--- config.mk ---
export PLATFORM = sky130hd
export DESIGN_NAME = pb_mailbox
export DESIGN_NICKNAME = d
export VERILOG_FILES = /design/src/rtl/pb_mailbox_pkg.sv /design/src/rtl/pb_mbox_fifo.sv /design/src/rtl/pb_mailbox.sv
export SDC_FILE = /design/constraint.sdc
export NUM_CORES = 1
export LEC_CHECK = 0
export ABC_AREA = 1
export BUFFER_PORTS_ARGS = -buffer_cell sky130_fd_sc_hd__buf_2
export CAP_MARGIN = 0
export CORE_ASPECT_RATIO = 1.4
export CORE_MARGIN = 3
export CORE_UTILIZATION = 56
export DETAILED_ROUTE_END_ITERATION = 10
export GPL_ROUTABILITY_DRIVEN = 0
export PLACE_DENSITY = 0.77
export SLEW_MARGIN = 20
export SYNTH_ARGS = -nofsm -noshare
export SYNTH_HDL_FRONTEND = slang
export SYNTH_HIERARCHICAL = 1
export SYNTH_SLANG_ARGS = --single-unit
export TNS_END_PERCENT = 1
--- constraint.sdc ---
create_clock -name clk -period 2.7 [get_ports clk]
set_clock_uncertainty 0.1 [all_clocks]
set_input_delay 0.27 -clock clk [delete_from_list [all_inputs] [get_ports clk]]
set_output_delay 0.27 -clock clk [all_outputs]
set_load 0.01 [all_outputs]
--- src/rtl/pb_mailbox_pkg.sv ---
// Shared constants for the PicoBlaze mailbox: register offsets, STATUS and
// CTRL bit positions, and small helpers used by the port decode.
package pb_mailbox_pkg;

   // Register offsets relative to each side's port_id base.
   typedef enum logic [7:0] {
      OFS_DATA   = 8'd0,
      OFS_STATUS = 8'd1,
      OFS_CTRL   = 8'd2,
      OFS_COUNT  = 8'd3
   } pb_ofs_e;

   // STATUS register bit positions.
   localparam int ST_RX_NEMPTY = 0;
   localparam int ST_TX_FULL   = 1;
   localparam int ST_IRQ_EN    = 2;
   localparam int ST_OVF       = 3;
   localparam int ST_UNF       = 4;

   // CTRL register bit positions.
   localparam int CT_IRQ_EN = 0;
   localparam int CT_CLEAR  = 1;
   localparam int CT_FLUSH  = 2;

   // Absolute port_id of a register; the sum wraps inside the 8-bit space.
   function automatic logic [7:0] port_addr(input logic [7:0] base, input pb_ofs_e ofs);
      return base + 8'(ofs);
   endfunction

   // Occupancy as seen by software: a 256-deep FIFO that is full reads as FF.
   function automatic logic [7:0] sat_byte(input int unsigned n);
      return (n > 32'd255) ? 8'hFF : n[7:0];
   endfunction

endpackage

--- src/rtl/pb_mbox_fifo.sv ---
// Byte FIFO with occupancy count and synchronous flush. A push is accepted at
// full only when a pop happens in the same cycle; a pop at empty is ignored,
// so there is no bypass from din to dout. Flush beats both push and pop.
module pb_mbox_fifo #(
   parameter int DEPTH = 16
) (
   input  logic                     clk,
   input  logic                     reset,
   input  logic                     push,
   input  logic                     pop,
   input  logic                     flush,
   input  logic [7:0]               din,
   output logic [7:0]               dout,
   output logic                     full,
   output logic                     empty,
   output logic [$clog2(DEPTH):0]   count
);

   localparam int AW = $clog2(DEPTH);
   localparam int CW = AW + 1;
   localparam logic [CW-1:0] FULL_CNT = CW'(DEPTH);

   logic [7:0]    mem [DEPTH];
   logic [AW-1:0] rd_ptr;
   logic [AW-1:0] wr_ptr;
   logic          do_pop;
   logic          do_push;

   assign full    = (count == FULL_CNT);
   assign empty   = (count == '0);
   assign do_pop  = pop & ~empty & ~flush;
   assign do_push = push & ~flush & (~full | do_pop);
   assign dout    = mem[rd_ptr];

   // Pointer and occupancy bookkeeping; pointers wrap naturally at DEPTH.
   always_ff @(posedge clk) begin
      // NOTE: sequential state uses non-blocking assignments so every register
      // samples pre-edge values regardless of block ordering.
      if (reset) begin
         rd_ptr <= '0;
         wr_ptr <= '0;
         count  <= '0;
      end else if (flush) begin
         rd_ptr <= wr_ptr;
         count  <= '0;
      end else begin
         if (do_pop)  rd_ptr <= rd_ptr + 1'b1;
         if (do_push) wr_ptr <= wr_ptr + 1'b1;
         case ({do_push, do_pop})
            2'b10:   count <= count + 1'b1;
            2'b01:   count <= count - 1'b1;
            default: count <= count;
         endcase
      end
   end

   // Storage write port.
   always_ff @(posedge clk) begin
      // NOTE: the storage array has no reset; empty/count guard every read, so
      // stale contents are never observed and the array can map to RAM.
      if (do_push) mem[wr_ptr] <= din;
   end

endmodule

--- src/rtl/pb_mailbox.sv ---
// Bidirectional mailbox between two KCPSM3 I/O buses. Each side owns a DATA,
// STATUS, CTRL and COUNT register at its own port_id base. Index 0 is side A
// and index 1 is side B; FIFO f carries bytes written by side f to side 1-f.
module pb_mailbox
   import pb_mailbox_pkg::*;
#(
   parameter int         DEPTH     = 16,
   parameter logic [7:0] A_BASE    = 8'h00,
   parameter logic [7:0] B_BASE    = 8'h00,
   parameter int         IRQ_LEVEL = 1
) (
   input  logic       clk,
   input  logic       reset,
   input  logic [7:0] a_port_id,
   input  logic [7:0] a_out_port,
   input  logic       a_write_strobe,
   input  logic       a_read_strobe,
   output logic [7:0] a_in_port,
   output logic       a_interrupt,
   input  logic       a_interrupt_ack,
   input  logic [7:0] b_port_id,
   input  logic [7:0] b_out_port,
   input  logic       b_write_strobe,
   input  logic       b_read_strobe,
   output logic [7:0] b_in_port,
   output logic       b_interrupt,
   input  logic       b_interrupt_ack
);

   localparam int CW = $clog2(DEPTH) + 1;
   localparam logic [CW:0] IRQ_THR = (CW+1)'(IRQ_LEVEL);

   logic [7:0]    port_id  [2];
   logic [7:0]    out_port [2];
   logic [7:0]    base     [2];
   logic [1:0]    wr_stb;
   logic [1:0]    rd_stb;
   logic [1:0]    ack;

   logic [1:0]    wr_data;
   logic [1:0]    rd_data;
   logic [1:0]    ctrl_wr;
   logic [1:0]    fifo_push;
   logic [1:0]    fifo_pop;
   logic [1:0]    fifo_flush;
   logic [1:0]    full;
   logic [1:0]    empty;
   logic [1:0]    pop_ok;
   logic [1:0]    push_ok;
   logic [1:0]    irq_set;
   logic [7:0]    dout     [2];
   logic [CW-1:0] count    [2];
   logic [CW:0]   cnt_next [2];
   logic [7:0]    rd_mux   [2];

   logic [7:0]    in_port_q [2];
   logic [1:0]    irq_flag;
   logic [1:0]    irq_en;
   logic [1:0]    ovf;
   logic [1:0]    unf;

   assign port_id[0]  = a_port_id;
   assign port_id[1]  = b_port_id;
   assign out_port[0] = a_out_port;
   assign out_port[1] = b_out_port;
   assign base[0]     = A_BASE;
   assign base[1]     = B_BASE;
   assign wr_stb      = {b_write_strobe, a_write_strobe};
   assign rd_stb      = {b_read_strobe, a_read_strobe};
   assign ack         = {b_interrupt_ack, a_interrupt_ack};

   // Strobe-qualified address decode, each side against its own base only.
   always_comb begin
      // NOTE: every combinational output gets a default first so no path
      // through the block can leave it unassigned and infer a latch.
      wr_data = '0;
      rd_data = '0;
      ctrl_wr = '0;
      for (int s = 0; s < 2; s++) begin
         wr_data[s] = wr_stb[s] & (port_id[s] == port_addr(base[s], OFS_DATA));
         rd_data[s] = rd_stb[s] & (port_id[s] == port_addr(base[s], OFS_DATA));
         ctrl_wr[s] = wr_stb[s] & (port_id[s] == port_addr(base[s], OFS_CTRL));
      end
   end

   // Side f pushes into FIFO f; the peer side pops it; CTRL flushes own tx.
   assign fifo_push     = wr_data;
   assign fifo_pop      = {rd_data[0], rd_data[1]};
   assign fifo_flush[0] = ctrl_wr[0] & out_port[0][CT_FLUSH];
   assign fifo_flush[1] = ctrl_wr[1] & out_port[1][CT_FLUSH];

   for (genvar f = 0; f < 2; f++) begin : g_fifo
      pb_mbox_fifo #(.DEPTH(DEPTH)) u_fifo (
         .clk   (clk),
         .reset (reset),
         .push  (fifo_push[f]),
         .pop   (fifo_pop[f]),
         .flush (fifo_flush[f]),
         .din   (out_port[f]),
         .dout  (dout[f]),
         .full  (full[f]),
         .empty (empty[f]),
         .count (count[f])
      );
   end

   // Accepted FIFO operations and post-edge occupancy drive the interrupt set.
   always_comb begin
      pop_ok  = '0;
      push_ok = '0;
      irq_set = '0;
      for (int f = 0; f < 2; f++) begin
         pop_ok[f]   = fifo_pop[f] & ~empty[f] & ~fifo_flush[f];
         push_ok[f]  = fifo_push[f] & ~fifo_flush[f] & (~full[f] | pop_ok[f]);
         cnt_next[f] = (CW+1)'(count[f]) + (CW+1)'(push_ok[f]) - (CW+1)'(pop_ok[f]);
      end
      for (int s = 0; s < 2; s++) begin
         irq_set[s] = push_ok[1-s] & irq_en[s] & (cnt_next[1-s] >= IRQ_THR);
      end
   end

   // Read-data mux per side, selected by the current port_id every cycle.
   always_comb begin
      for (int s = 0; s < 2; s++) begin
         rd_mux[s] = 8'h00;
         if (port_id[s] == port_addr(base[s], OFS_DATA)) begin
            rd_mux[s] = empty[1-s] ? 8'h00 : dout[1-s];
         end else if (port_id[s] == port_addr(base[s], OFS_STATUS)) begin
            rd_mux[s][ST_RX_NEMPTY] = ~empty[1-s];
            rd_mux[s][ST_TX_FULL]   = full[s];
            rd_mux[s][ST_IRQ_EN]    = irq_en[s];
            rd_mux[s][ST_OVF]       = ovf[s];
            rd_mux[s][ST_UNF]       = unf[s];
         end else if (port_id[s] == port_addr(base[s], OFS_CTRL)) begin
            rd_mux[s][CT_IRQ_EN] = irq_en[s];
         end else if (port_id[s] == port_addr(base[s], OFS_COUNT)) begin
            rd_mux[s] = sat_byte(32'(count[1-s]));
         end
      end
   end

   // Registered in_port, sticky error flags, irq enable and interrupt flags.
   always_ff @(posedge clk) begin
      if (reset) begin
         for (int s = 0; s < 2; s++) in_port_q[s] <= 8'h00;
         irq_flag <= '0;
         irq_en   <= '1;
         ovf      <= '0;
         unf      <= '0;
      end else begin
         for (int s = 0; s < 2; s++) begin
            in_port_q[s] <= rd_mux[s];
            if (irq_set[s])  irq_flag[s] <= 1'b1;
            else if (ack[s]) irq_flag[s] <= 1'b0;
            if (ctrl_wr[s]) begin
               irq_en[s] <= out_port[s][CT_IRQ_EN];
               if (out_port[s][CT_CLEAR]) begin
                  ovf[s] <= 1'b0;
                  unf[s] <= 1'b0;
               end
            end
            // A write and a CTRL write from the same side never coincide, so
            // setting here cannot race the clear above.
            if (wr_data[s] & full[s] & ~rd_data[1-s]) ovf[s] <= 1'b1;
            if (rd_data[s] & empty[1-s])              unf[s] <= 1'b1;
         end
      end
   end

   assign a_in_port   = in_port_q[0];
   assign b_in_port   = in_port_q[1];
   assign a_interrupt = irq_flag[0];
   assign b_interrupt = irq_flag[1];

endmodule

[Yosys cells after proc, flatten, opt, wreduce, memory -nomap -nowiden]
Memory sizes are Yosys's and may differ from the RTL's. A register that Yosys moved wholly into a read port is not among the register bits.
Index checks and enable logic that the tools add are counted.
Cells by class
  $add $sub $neg: 12
  $lt $le $gt $ge: 2
  equal/unequal tests: 12
  muxes and demuxes: 45
  bitwise logic cells: 38
  reduce and logical (&&, ||, !) cells: 26
Operator list (number)
  $mux W8: 6
  $mux W4: 10
  $eq A8 B2 Y1 const B: 4
  $reduce_bool A2 Y1: 14
  $and A1 B1 Y1: 26
  $mux W1: 21
  $mux W5: 4
  $pmux W5 S2: 2
  $add A4 B1 Y4 const B: 4
  $eq A8 B1 Y1 const B: 2
  $logic_not A8 Y1: 2
  $add A5 B1 Y6: 2
  $ge A6 B1 Y1 const B: 2
  $reduce_and A2 Y1: 6
  $sub A6 B1 Y6: 2
  $add A5 B1 Y5 const B: 2
  $eq A5 B5 Y1 const B: 2
  $logic_not A5 Y1: 2
  $sub A5 B1 Y5 const B: 2
  $not A1 Y1: 8
  $mux W3: 2
  $eq A2 B1 Y1 const B: 2
  $eq A2 B2 Y1 const B: 2
  $or A1 B1 Y1: 4
  $reduce_or A2 Y1: 2
Storage, ports and cells
  flip-flop bits (word level): 34
  memory bits (writable): 272
  input bits: 40
  output and inout port bits: 18
  memories kept: 3
Memory list
  g_fifo[0].u_fifo.mem: depth 16, bits a word 8, read ports 1, clocked after memory_dff 1, wr ports 1, RTL line pb_mbox_fifo.sv:23  | logic [7:0] mem [DEPTH];
  g_fifo[1].u_fifo.mem: depth 16, bits a word 8, read ports 1, clocked after memory_dff 1, wr ports 1, RTL line pb_mbox_fifo.sv:23
  in_port_q: depth 2, bits a word 8, read ports 2, clocked after memory_dff 0, wr ports 2, RTL line pb_mailbox.sv:56  | logic [7:0] in_port_q [2];

[Longest topological paths before layout]
Gate-level depths: netlist of run 1.
  word-level depth: 12
  depth in mapped cells: 20
  mapped depth without buffers: 20

[Cells and area by module]
Netlist of run 1, hierarchy kept.
Modules (own cells, without submodules)
  pb_mbox_fifo (g_fifo[0].u_fifo): instances 1, cells an instance 478, area an instance 5988.2 sq um
  pb_mbox_fifo (g_fifo[1].u_fifo): instances 1, cells an instance 477, area an instance 5975.7 sq um
  pb_mailbox: instances 1, cells an instance 250, area an instance 1676.6 sq um

[Worst setup path after synthesis of run 1]
Ideal clock, no wire load.
  path type: input to register
  start: in b_port_id[3]
  end: reg irq_flag[0]
  setup time: 0.128 ns
  arrival: 2.612 ns
  data required time: 2.472 ns
  slack: -0.140 ns
  cell stages on the path: 20
  path buffers: 0
  path through: nor2_2 > inv_1 > nor3_4 > nand3_1 > nor2_1 > nor2_1 > ha_1 > inv_1 > ha_1 > inv_1 > fa_1 > nand2_1 > nor2_1 > nand3_1 > nor2_1 > nand2_1 > nor2_1 > nor2_1 > nor2_1 > nor2_1
On the way
  longest elaborated chain between the ends: 12
Ends and longest elaborated chain
  from (decl): RTL line pb_mailbox.sv:21  | input logic [7:0] b_port_id,
  $eq A8 B2 Y1 *: RTL line pb_mailbox.sv:82  | ctrl_wr[s] = wr_stb[s] & (port_id[s] == port_addr(base[s], OFS_CTRL));
  $and A1 B1 Y1 *: RTL line pb_mailbox.sv:82
  $and A1 B1 Y1 *: RTL line pb_mailbox.sv:90  | assign fifo_flush[1] = ctrl_wr[1] & out_port[1][CT_FLUSH];
  via fifo_flush[1]: RTL line pb_mailbox.sv:45  | logic [1:0] fifo_flush;
  $not A1 Y1 (no line) *
  $and A1 B1 Y1: RTL line pb_mailbox.sv:113  | pop_ok[f] = fifo_pop[f] & ~empty[f] & ~fifo_flush[f];
  $or A1 B1 Y1: RTL line pb_mailbox.sv:114  | push_ok[f] = fifo_push[f] & ~fifo_flush[f] & (~full[f] | pop_ok[f]);
  $and A1 B1 Y1: RTL line pb_mailbox.sv:114
  $add A5 B1 Y6: RTL line pb_mailbox.sv:115  | cnt_next[f] = (CW+1)'(count[f]) + (CW+1)'(push_ok[f]) - (CW+1)'(pop_ok[f]);
  $sub A6 B1 Y6: RTL line pb_mailbox.sv:115
  $ge A6 B1 Y1: RTL line pb_mailbox.sv:118  | irq_set[s] = push_ok[1-s] & irq_en[s] & (cnt_next[1-s] >= IRQ_THR);
  $and A1 B1 Y1 *: RTL line pb_mailbox.sv:118
  $mux W1 / $reduce_bool A2 Y1 (equally long branches)
  to (signal assigned): RTL line pb_mailbox.sv:146  | irq_flag <= '0;
  to (signal, indexed assignment): RTL line pb_mailbox.sv:153  | if (irq_set[s]) irq_flag[s] <= 1'b1;
  to (signal, indexed assignment): RTL line pb_mailbox.sv:154  | else if (ack[s]) irq_flag[s] <= 1'b0;
  to (decl): RTL line pb_mailbox.sv:57  | logic [1:0] irq_flag;
The timed path passes the listed nets; every way through them passes the cells marked *.
A chain may end at the register's enable or synchronous reset.

[Worst setup path after layout of run 1]
  start: reg g_fifo[0].u_fifo.count[0]
  end: reg irq_flag[1]
On the way
  longest elaborated chain between the ends: 11
Ends and longest elaborated chain
  from (decl): RTL line pb_mbox_fifo.sv:16  | output logic [$clog2(DEPTH):0] count
  from (signal assigned): RTL line pb_mbox_fifo.sv:50  | 2'b10: count <= count + 1'b1;
  from (signal assigned): RTL line pb_mbox_fifo.sv:51  | 2'b01: count <= count - 1'b1;
  from (signal assigned): RTL line pb_mbox_fifo.sv:52  | default: count <= count;
  $logic_not A5 Y1 *: RTL line pb_mbox_fifo.sv:30  | assign empty = (count == '0);
  via empty[0]: RTL line pb_mailbox.sv:47  | logic [1:0] empty;
  $not A1 Y1 *: RTL line pb_mailbox.sv:113
  $and A1 B1 Y1 * (2 in series): RTL line pb_mailbox.sv:113
  $or A1 B1 Y1: RTL line pb_mailbox.sv:114
  $and A1 B1 Y1: RTL line pb_mailbox.sv:114
  $add A5 B1 Y6: RTL line pb_mailbox.sv:115
  $sub A6 B1 Y6: RTL line pb_mailbox.sv:115
  $ge A6 B1 Y1: RTL line pb_mailbox.sv:118
  $and A1 B1 Y1 *: RTL line pb_mailbox.sv:118
  $mux W1 / $reduce_bool A2 Y1 (equally long branches)
Marked as above.

==> results.md, run 1 <==
* Synth warn at 6
* Die Ht at 191 µm
* Most frequent cells in the layout: edfxtp_1, nor2_1, o21ai_0, nand2_1, buf_4
* Row count at 66
* Setup TNS at 0 ps
* Slew HR at 59.2%
* Initial core utilization at 57.8%
* Final Util at 66.6%
* Most common library cell in the layout ignoring fill and taps: edfxtp_1
* Met2 usage at 43.3%
* Die area at 0.0263 mm²
* Hold Vio Cnt, Final at 0
* Worst setup path category: reg2reg
* Core area at 0.0236 mm²
* Worst Tran Pin Value at 611 ps
* Clk buf depth at 3
* Met3 GRT Util at 2.67%
* Initial antenna violation count at 0
* Die X at 138 µm
* Sequential cell area fraction in the yosys report at 64.9%
* # DRC at 0
* Worst setup SP type: register
* Outcome: complete, no violations
* RSZ-0062 raised after global routing: true
* Ratio of cells with drive above 1 in the final layout at 18.2%
* Synth cell types at 45
* Synth Net Count at 1277
* Worst Path Required at 3030 ps
* All-Layer GR Usage at 23.5%
* Final setup vio count at 0
* First-pass GRT wire length at 48300 µm
* Setup WS pre-CTS at -258 ps
* Yosys reg bits at 314
* Syn_area_per_cell at 11.3 µm²
* Final-stage net count at 1410
* Hold WC Path Type: in2reg
* Cell Pwr Density at 589 mW/mm²
* Worst setup margin at 22.6 ps
* Routed wire length at 31000 µm
* Syn Inst Count at 1205
* Final period utilization at 99.2%
* # Max-Cap Violations at 0
* Via Count at 9635
* CTS H-Tree Depth at 1
* Vias/cell at 5.79
* Cell area after layout at 0.0157 mm²
* Drt wl/cell at 18.6 µm
* DRT Pass-1 Iters at 5
* # port buffers at 57
* DP HPWL at 20600 µm
* Worst setup EP type: register
* CTS buffer count at 29
* Total gr overflow at 0
* Fmax at 374 MHz
* Synth async-reset ratio at 0%
* Reg2reg setup slack at 20 ps
* Worst-Skew Late Latency at 540 ps
* Placed Area at 0.0147 mm²
* Largest net degree at the start of global routing at 65
* Clock sink count at 314
* Ant. Diodes at 0
* Reg clk slew, reported paths at 60 ps
* IO Count at 58
* Leak Pwr at 5.75 nW
* Final ANT Viol Nets at 0
* Global route hottest layer: met2
* Crit-path max FO at 2
* EDFF count, synth at 256
* Starting DRC count in detailed routing at 859
* Fin crit period at 2680 ps
* Synthesized cell area at 0.0136 mm²
* Final Max Tran Viols at 0
* Root buf cell: clkbuf_16
* Worst endpoint data arrival time at 3000 ps
* Vias in the first global route at 9478
* CTS tree: yes
* Primary FF master, synth: edfxtp_1
* Peak VDD IR at 831 µV
* Global routing met1 resource utilization at 27.6%
* P&R area growth vs syn at 15.3%
## stage by stage
step           total power, W  hold slack (ps)  std cells
6_report              0.00926             16.7       1665
5_1_grt               0.00952            0.148       1665
4_1_cts               0.00931            0.205       1665
3_5_place_dp          0.00549              380       1603
3_3_place_gp          0.00548              376       1603
2_1_floorplan         0.00537              232       1205
## timing repair
item | 4_1_cts | 5_1_grt
pin swaps | 2 | 4
gates resized for setup | 3 | 9
buffers inserted | 2 | 0
endpoints found under the setup margin | 1 | 2
hold buffers | 8 | 0
endpoints found under the hold margin | 24 | 0
## sequential cells by signal (all words and copies together) (netlist names), named ones only
name	cells
irq_en	2
unf	2
g_fifo.u_fifo/wr_ptr	8
ovf	2
in_port_q	16
g_fifo.u_fifo/rd_ptr	8
g_fifo.u_fifo/count	10
irq_flag	2
g_fifo.u_fifo/mem	256
## layout make-up
cell class / count / area (µm²)
multi-input combinational: 751 / 4220
inverter: 93 / 359
clock buffer: 36 / 762
clock inverter: 16 / 135
fill: 1715 / 7900
timing repair buffer: 149 / 1010
tap: 306 / 383
sequential: 314 / 8860
## where the power goes
part	total (W)	leakage [nW]	internal [W]	switching [W]
Clock	0.00386	0.427	0.00219	0.00168
Sequential	0.00523	2.77	0.00523	0.000000744
Combinational	0.000168	2.55	0.0000509	0.000117
## critical path, cell delays in order (launching register included)
cell and delay [ps]:
dfxtp_2 330, nor2_4 130, nand3_4 80, inv_2 60, inv_1 40, nand3_1 90
nor2_1 60, ha_1 260, inv_1 50, ha_1 160, inv_1 60, fa_1 490
nand2_1 60, nor2_1 70, nand3_1 70, nor2_1 90, nand2_1 60, nor2_1 100
nor2_1 50, nor2_1 110, nor2_1 50
## synthesized netlist by cell type, types with 18 or more instances
library cell	instances	share of area, %
a21oi_1	30	1.1
buf_2	18	0.66
clkbuf_1	18	0.50
dfxtp_1	58	8.5
edfxtp_1	256	56
ha_1	28	2.6
inv_1	80	2.2
nand2_1	97	2.7
nand3_1	67	2.5
nor2_1	218	6.0
o211ai_1	20	1.1
o21ai_0	150	5.5
o221ai_1	44	2.8
## path summary, 6_finish.rpt
check / to / from / cells after the start
worst max-delay path: irq_flag[1] / g_fifo[0].u_fifo/count[0] / 20
worst max register to register: irq_flag[1] / g_fifo[0].u_fifo/count[0] / 20
worst min register to register: ovf[0] / ovf[0] / 2
worst min-delay path: irq_flag[0] / reset / 2
## per-layer routing
layer	wire length (µm)	up-vias	share of wire, %
li1	-	4579	-
met1	11500	4598	37
met2	16500	377	53
met3	1750	81	5.7
met4	1260	0	4.0
met5	0	-	0
## logic make-up after synthesis
group                    after synthesis  share of synthesized area (%)
flip-flops                           314                           64.9
AO/OA/AOI/OAI                        277                           12.2
AND/OR/NAND/NOR                      432                           14.7
buffers and inverters                140                           4.47
XOR/XNOR                              10                          0.642
adder cells (fa/ha/maj)               32                           3.16
Power figures use the tool's default switching activity.
==> run 2: changes to the inputs <==
--- a/config.mk
+++ b/config.mk
@@ -9,5 +9,5 @@
 export BUFFER_PORTS_ARGS = -buffer_cell sky130_fd_sc_hd__buf_2
 export CAP_MARGIN = 0
-export CORE_ASPECT_RATIO = 1.4
+export CORE_ASPECT_RATIO = 2
 export CORE_MARGIN = 3
 export CORE_UTILIZATION = 56
==> constraint.sdc (replaced) <==
create_clock -name clk -period 2.7 [get_ports clk]
set_clock_uncertainty 0.1 [all_clocks]
set_input_delay 0.81 -clock clk [delete_from_list [all_inputs] [get_ports clk]]
set_output_delay 0.81 -clock clk [all_outputs]
set_load 0.01 [all_outputs]
==> results.md, run 2 (same netlist as run 1, synthesis figures left out) <==
* Hold WC Path Type: reg2reg (was in2reg)
* Hold Vio Cnt, Final at 0 (unchanged)
* IO Count at 58 (unchanged)
* # port buffers at 57 (unchanged)
* Hold depth at 2 (unchanged)
* Initial antenna violation count at 0 (unchanged)
* Routed wire length at 32100 µm (was 31000 µm)
* DRT Pass-1 Iters at 6 (was 5)
* Most common library cell in the layout ignoring fill and taps: edfxtp_1 (unchanged)
* Peak VDD IR at 567 µV (was 831 µV)
* Fin crit period at 2890 ps (was 2680 ps)
* Max reg flops at 256 (unchanged)
* Worst setup path category: in2reg (was reg2reg)
* Ratio of cells with drive above 1 in the final layout at 20.2% (was 18.2%)
* Worst-Skew Late Latency at 560 ps (was 540 ps)
* First-pass GRT wire length at 49300 µm (was 48300 µm)
* Global routing met1 resource utilization at 24.5% (was 27.6%)
* Largest net degree at the start of global routing at 65 (unchanged)
* # DRC at 0 (unchanged)
* Ant. Diodes at 0 (unchanged)
* Core area at 0.0239 mm² (was 0.0236 mm²)
* Cell Pwr Density at 585 mW/mm² (was 589 mW/mm²)
* Min-delay src: unf[0] (was reset)
* Final period utilization at 107% (was 99.2%)
* Starting DRC count in detailed routing at 903 (was 859)
* Worst setup margin at -193 ps (was 22.6 ps)
* Met2 usage at 48.1% (was 43.3%)
* Reg clk slew, reported paths at 70 ps (was 60 ps)
* Largest registers: g_fifo.u_fifo/mem: 256 flops, in_port_q: 16 flops, g_fifo.u_fifo/count: 10 flops (unchanged)
* CTS buffer count at 26 (was 29)
* CTS Hold Buffers Added at 0 (was 8)
* Row count at 80 (was 66)
* Die Ht at 227 µm (was 191 µm)
* Worst endpoint data arrival time at 3240 ps (was 3000 ps)
* Final-stage net count at 1428 (was 1410)
* Most frequent cells in the layout: edfxtp_1, nor2_1, o21ai_0, buf_4, nand2_1 (was edfxtp_1, nor2_1, o21ai_0, nand2_1, buf_4)
* P&R area growth vs syn at 16.1% (was 15.3%)
* All-Layer GR Usage at 24.5% (was 23.5%)
* Final Max Tran Viols at 0 (unchanged)
* DP HPWL at 22900 µm (was 20600 µm)
* Crit-path max FO at 4 (was 2)
* Fmax at 346 MHz (was 374 MHz)
* Worst setup SP type: primary input (was register)
* Filler Cells Inserted at 1736 (was 1715)
* Die area at 0.0264 mm² (was 0.0263 mm²)
* FF-to-FF End: irq_flag[0] (was irq_flag[1])
* Initial core utilization at 57.0% (was 57.8%)
* Final setup vio count at 2 (was 0)
* CTS H-Tree Depth at 1 (unchanged)
* Largest reg by FF count: g_fifo.u_fifo/mem (unchanged)
* Leak Pwr at 5.86 nW (was 5.75 nW)
* Global route hottest layer: met2 (unchanged)
* Crit Reg-Reg Startpoint: g_fifo[1].u_fifo/count[3] (was g_fifo[0].u_fifo/count[0])
* Drt wl/cell at 19.3 µm (was 18.6 µm)
* Slew HR at 58.7% (was 59.2%)
* Worst setup EP type: register (unchanged)
* Vias/cell at 5.81 (was 5.79)
* Vias in the first global route at 9425 (was 9478)
* Clk buf depth at 3 (unchanged)
* Reg2reg setup slack at -110 ps (was 20 ps)
* Root buf cell: clkbuf_16 (unchanged)
* Final ANT Viol Nets at 0 (unchanged)
* Total gr overflow at 0 (unchanged)
* # Max-Cap Violations at 0 (unchanged)
* Hold EP: unf[0] (was irq_flag[0])
* CTS tree: yes (unchanged)
* Clock sink count at 314 (unchanged)
* Via Count at 9669 (was 9635)
* Worst Reg2Reg Path Length in Cells at 20 (unchanged)
* Worst Path Required at 3050 ps (was 3030 ps)
* Met3 GRT Util at 2.54% (was 2.67%)
* Setup TNS at -346 ps (was 0 ps)
* Die X at 116 µm (was 138 µm)
* RSZ-0062 raised after global routing: true (unchanged)
* Failing checks: negative setup slack
* Setup WS pre-CTS at -770 ps (was -258 ps)
* Worst Tran Pin Value at 620 ps (was 611 ps)
* Outcome: finished, violations left (was complete, no violations)
## run 2: changes by cell type in the layout (fill, tap and decap cells not counted), moves of 2 or more
cell           delta
clkbuf_16         -3
inv_8             +2
clkinv_1          -6
clkinv_8          +2
clkinv_4          +3
dfxtp_2           -6
clkbuf_1          -4
dfxtp_1           +6
buf_4            +30
dlygate4sd3_1     -8
## run 2: critical path, stage by stage
cell,delay [ps]
buf_2,110
nor2_4,110
inv_2,60
nor3_4,180
nand3_4,130
nor2_4,110
nor2_1,50
ha_1,270
inv_1,60
ha_1,160
inv_1,60
fa_1,480
nand2_1,60
nor2_1,90
nand3_1,80
nor2_1,120
nand2_1,60
nor2_1,80
nor2_1,50
nor2_1,80
nor2_1,40
## run 2: stage by stage
step                hold slack [ps]  util, %  std cells  power (W)  cell area [µm²]
floorplan                       350        -       1205    0.00537            13700
global placement                370     62.4       1614    0.00549            14900
detailed placement              373     62.4       1614    0.00550            14900
CTS                             383     66.2       1662    0.00932            15800
global route                    414     66.2       1663    0.00957            15800
finish                          386     66.2       1663    0.00927            15800
## run 2: timing repair
item / 4_1_cts / 5_1_grt
gates resized for setup: 2 / 4
setup buffers: 0 / 1
pin swaps: 0 / 1
endpoints found under the setup margin: 2 / 4
## run 2: worst max-delay path by stage
| stage | cells after the start | start | to |
|---|---|---|---|
| finish | 21 | a_port_id[3] | irq_flag[1] |
| global route | 21 | a_port_id[3] | irq_flag[1] |
| CTS | 21 | a_port_id[3] | irq_flag[1] |
| detailed placement | 21 | b_port_id[3] | irq_flag[0] |
| global placement | 21 | b_port_id[3] | irq_flag[0] |
| floorplan | 20 | b_port_id[3] | irq_flag[0] |
## run 2: final cells by class
cell class,count,area [µm²],area share (%)
Sequential cell,314,8850,55.9
Multi-Input combinational cell,751,4240,26.8
Timing Repair Buffer,170,1130,7.16
Clock buffer,28,658,4.15
Inverter,93,360,2.27
Tap cell,287,359,2.27
Clock inverter,20,236,1.49
## run 2: layer usage
metal,part of all wire (%),vias to the layer above,wire [µm]
met5,0,-,0
li1,-,4602,-
met3,4.0,86,1270
met2,58,294,18500
met1,33,4687,10700
met4,5.1,0,1630
## run 2: report_power, final
group	internal (W)	leakage [nW]	switching, W
clock	0.00211	0.427	0.00176
sequential	0.00522	2.77	0.000000812
combinational	0.0000452	2.66	0.000122
==> run 3: changes to the inputs <==
==> constraint.sdc (replaced) <==
create_clock -name clk -period 2.7 [get_ports clk]
set_clock_uncertainty 0.1 [all_clocks]
set_input_delay 0.27 -clock clk [delete_from_list [all_inputs] [get_ports clk]]
set_output_delay 0.27 -clock clk [all_outputs]
set_load 0.02 [all_outputs]
==> results.md, run 3 (same netlist as run 1, synthesis figures left out) <==
* Routed wire length at 32600 µm (was 32100 µm)
* Setup WS pre-CTS at -239 ps (was -770 ps)
* Final period utilization at 100% (was 107%)
* Crit Reg-Reg Startpoint: g_fifo[1].u_fifo/count[2] (was g_fifo[1].u_fifo/count[3])
* First-pass GRT wire length at 50400 µm (was 49300 µm)
* # DRC at 0 (unchanged)
* Worst-Skew Late Latency at 550 ps (was 560 ps)
* Final setup vio count at 1 (was 2)
* Hold EP: g_fifo[0].u_fifo/mem[5][7] (was unf[0])
* Final-stage net count at 1413 (was 1428)
* # Max-Cap Violations at 0 (unchanged)
* FF-to-FF End: irq_flag[0] (unchanged)
* Worst setup EP type: register (unchanged)
* Filler Cells Inserted at 1782 (was 1736)
* Most common library cell in the layout ignoring fill and taps: edfxtp_1 (unchanged)
* Top Metal Used: met4 (unchanged)
* Worst endpoint data arrival time at 3030 ps (was 3240 ps)
* Starting DRC count in detailed routing at 912 (was 903)
* Drt wl/cell at 19.8 µm (was 19.3 µm)
* Worst Path Required at 3030 ps (was 3050 ps)
* Failing checks: negative setup slack (unchanged)
* Slowest CP cell: fa_1 (unchanged)
* Slew HR at 57.9% (was 58.7%)
* Min-delay src: a_out_port[7] (was unf[0])
* Fmax at 370 MHz (was 346 MHz)
* Largest registers: g_fifo.u_fifo/mem: 256 flops, in_port_q: 16 flops, g_fifo.u_fifo/count: 10 flops (unchanged)
* Via Count at 9724 (was 9669)
* Crit path from: g_fifo[1].u_fifo/count[2] (was a_port_id[3])
* Ant. Diodes at 0 (unchanged)
* Row count at 80 (unchanged)
* Worst setup path category: reg2reg (was in2reg)
* DRT Pass-1 Iters at 5 (was 6)
* Hold depth at 1 (was 2)
* Vias in the first global route at 9858 (was 9425)
* Crit-path cells: nor2_4 > nand3_4 > inv_2 > inv_2 > nand3_2 > nor2_1 > ha_1 > inv_1 > ha_2 > inv_1 > fa_1 > nand2_1 > nor2_1 > nand3_1 > nor2_1 > nand2_1 > nor2_1 > nor2_1 > nor2_1 > nor2_1 (was buf_2 > nor2_4 > inv_2 > nor3_4 > nand3_4 > nor2_4 > nor2_1 > ha_1 > inv_1 > ha_1 > inv_1 > fa_1 > nand2_1 > nor2_1 > nand3_1 > nor2_1 > nand2_1 > nor2_1 > nor2_1 > nor2_1 > nor2_1)
* Final Util at 65.8% (was 66.2%)
* CTS buffer count at 26 (unchanged)
* Worst Tran Pin Value at 632 ps (was 620 ps)
* Most frequent cells in the layout: edfxtp_1, nor2_1, o21ai_0, nand2_1, buf_4 (was edfxtp_1, nor2_1, o21ai_0, buf_4, nand2_1)
* Reg2reg setup slack at -6 ps (was -110 ps)
* Non-Filler Instances at 1648 (was 1663)
* Worst setup margin at -5.81 ps (was -193 ps)
* Total gr overflow at 0 (unchanged)
* Leak Pwr at 5.78 nW (was 5.86 nW)
* Clock sink count at 314 (unchanged)
* Routed length on met2 at 18500 µm (about the same)
* P&R area growth vs syn at 15.4% (was 16.1%)
* Worst setup SP type: register (was primary input)
* Final Max Tran Viols at 0 (unchanged)
* # port buffers at 57 (unchanged)
* Max reg flops at 256 (unchanged)
* Worst path most repeated cell: nor2_1 (unchanged)
* Total power at 0.00925 W (was 0.00927 W)
* Post-Route M1 WL at 10500 µm (was 10700 µm)
* Vias/cell at 5.90 (was 5.81)
* Die Ht at 227 µm (unchanged)
* RSZ-0062 raised after global routing: true (unchanged)
* Worst Reg2Reg Path Length in Cells at 20 (unchanged)
* Reg area at 0.00885 mm² (about the same)
* DP HPWL at 23300 µm (was 22900 µm)
* Met3 Wirelength at 1570 µm (was 1270 µm)
* Die area at 0.0264 mm² (unchanged)
* Outcome: finished, violations left (unchanged)
* Fin crit period at 2710 ps (was 2890 ps)
* Hold WC Path Type: in2reg (was reg2reg)
* Cell Pwr Density at 588 mW/mm² (was 585 mW/mm²)
* Crit-path max FO at 2 (was 4)
* Core area at 0.0239 mm² (unchanged)
* Multi-input gate area at 0.00423 mm² (was 0.00424 mm²)
* Initial core utilization at 57.0% (unchanged)
* CTS tree: yes (unchanged)
* Hold Vio Cnt, Final at 0 (unchanged)
* All-Layer GR Usage at 24.9% (was 24.5%)
* Peak VDD IR at 638 µV (was 567 µV)
* Largest net degree at the start of global routing at 65 (unchanged)
* Reg clk slew, reported paths at 70 ps (about the same)
* Setup TNS at -5.81 ps (was -346 ps)
* CTS H-Tree Depth at 1 (unchanged)
* Ratio of cells with drive above 1 in the final layout at 18.9% (was 20.2%)
* IO Count at 58 (unchanged)
* Die X at 116 µm (unchanged)
* Final ANT Viol Nets at 0 (unchanged)
* Dpl cells at 1589 (was 1614)
* Clk buf depth at 3 (unchanged)
* Initial antenna violation count at 1 (was 0)
* Root buf cell: clkbuf_16 (unchanged)
* Max incr delay on CP at 480 ps (about the same)
* Largest reg by FF count: g_fifo.u_fifo/mem (unchanged)
## run 3: worst max-delay path by stage
| stage | to | slack [ps] | cells after the start |
|---|---|---|---|
| 6_report | irq_flag[0] | -6 | 20 |
| 5_1_grt | irq_flag[0] | -210 | 20 |
| 4_1_cts | irq_flag[1] | 2 | 20 |
| 2_1_floorplan | irq_flag[1] | -30 | 20 |
| 3_3_place_gp | irq_flag[0] | -190 | 21 |
| 3_5_place_dp | irq_flag[0] | -240 | 21 |
## run 3: per-layer routing
metal | GRT usage (%) | up-vias
met4 | 14.6 | 0
met1 | 24.9 | 4693
li1 | - | 4577
met2 | 47.6 | 340
met5 | 0 | -
met3 | 2.99 | 114
## run 3: timing repair
action                                  in CTS  in global routing
setup buffers                                1                  0
pin swaps                                    3                  2
endpoints found under the setup margin       2                  2
hold buffers                                10                  0
endpoints found under the hold margin       43                  0
gates resized for setup                      7                  5
## run 3: power by group
part / switching [W] / internal [W] / leakage, nW
Clock: 0.00169 / 0.00215 / 0.426
Combinational: 0.000124 / 0.0000529 / 2.59
Sequential: 0.000000876 / 0.00522 / 2.77
Total: 0.00182 / 0.00743 / 5.78
## run 3: critical path: cells and delay by family, from the launching register on
| kind | cells | cell delay (ps) |
|---|---|---|
| and+or+nand+nor | 13 | 1010 |
| adders and majority gates | 3 | 910 |
| buffers and inverters | 4 | 230 |
| DFF | 1 | 330 |
## run 3: area by class of cell
class,count,area share [%]
timing repair buffer,155,6.73
multi-input combinational,751,26.8
inverter,93,2.28
clock inverter,18,1.17
sequential,314,56.3
clock buffer,30,4.43
tap,287,2.28
## run 3: through the flow
stage	hold WS (ps)	instance area [µm²]
2_1_floorplan	232	13700
3_3_place_gp	371	14700
3_5_place_dp	374	14700
4_1_cts	3.10	15700
5_1_grt	24.8	15700
6_report	32.1	15700
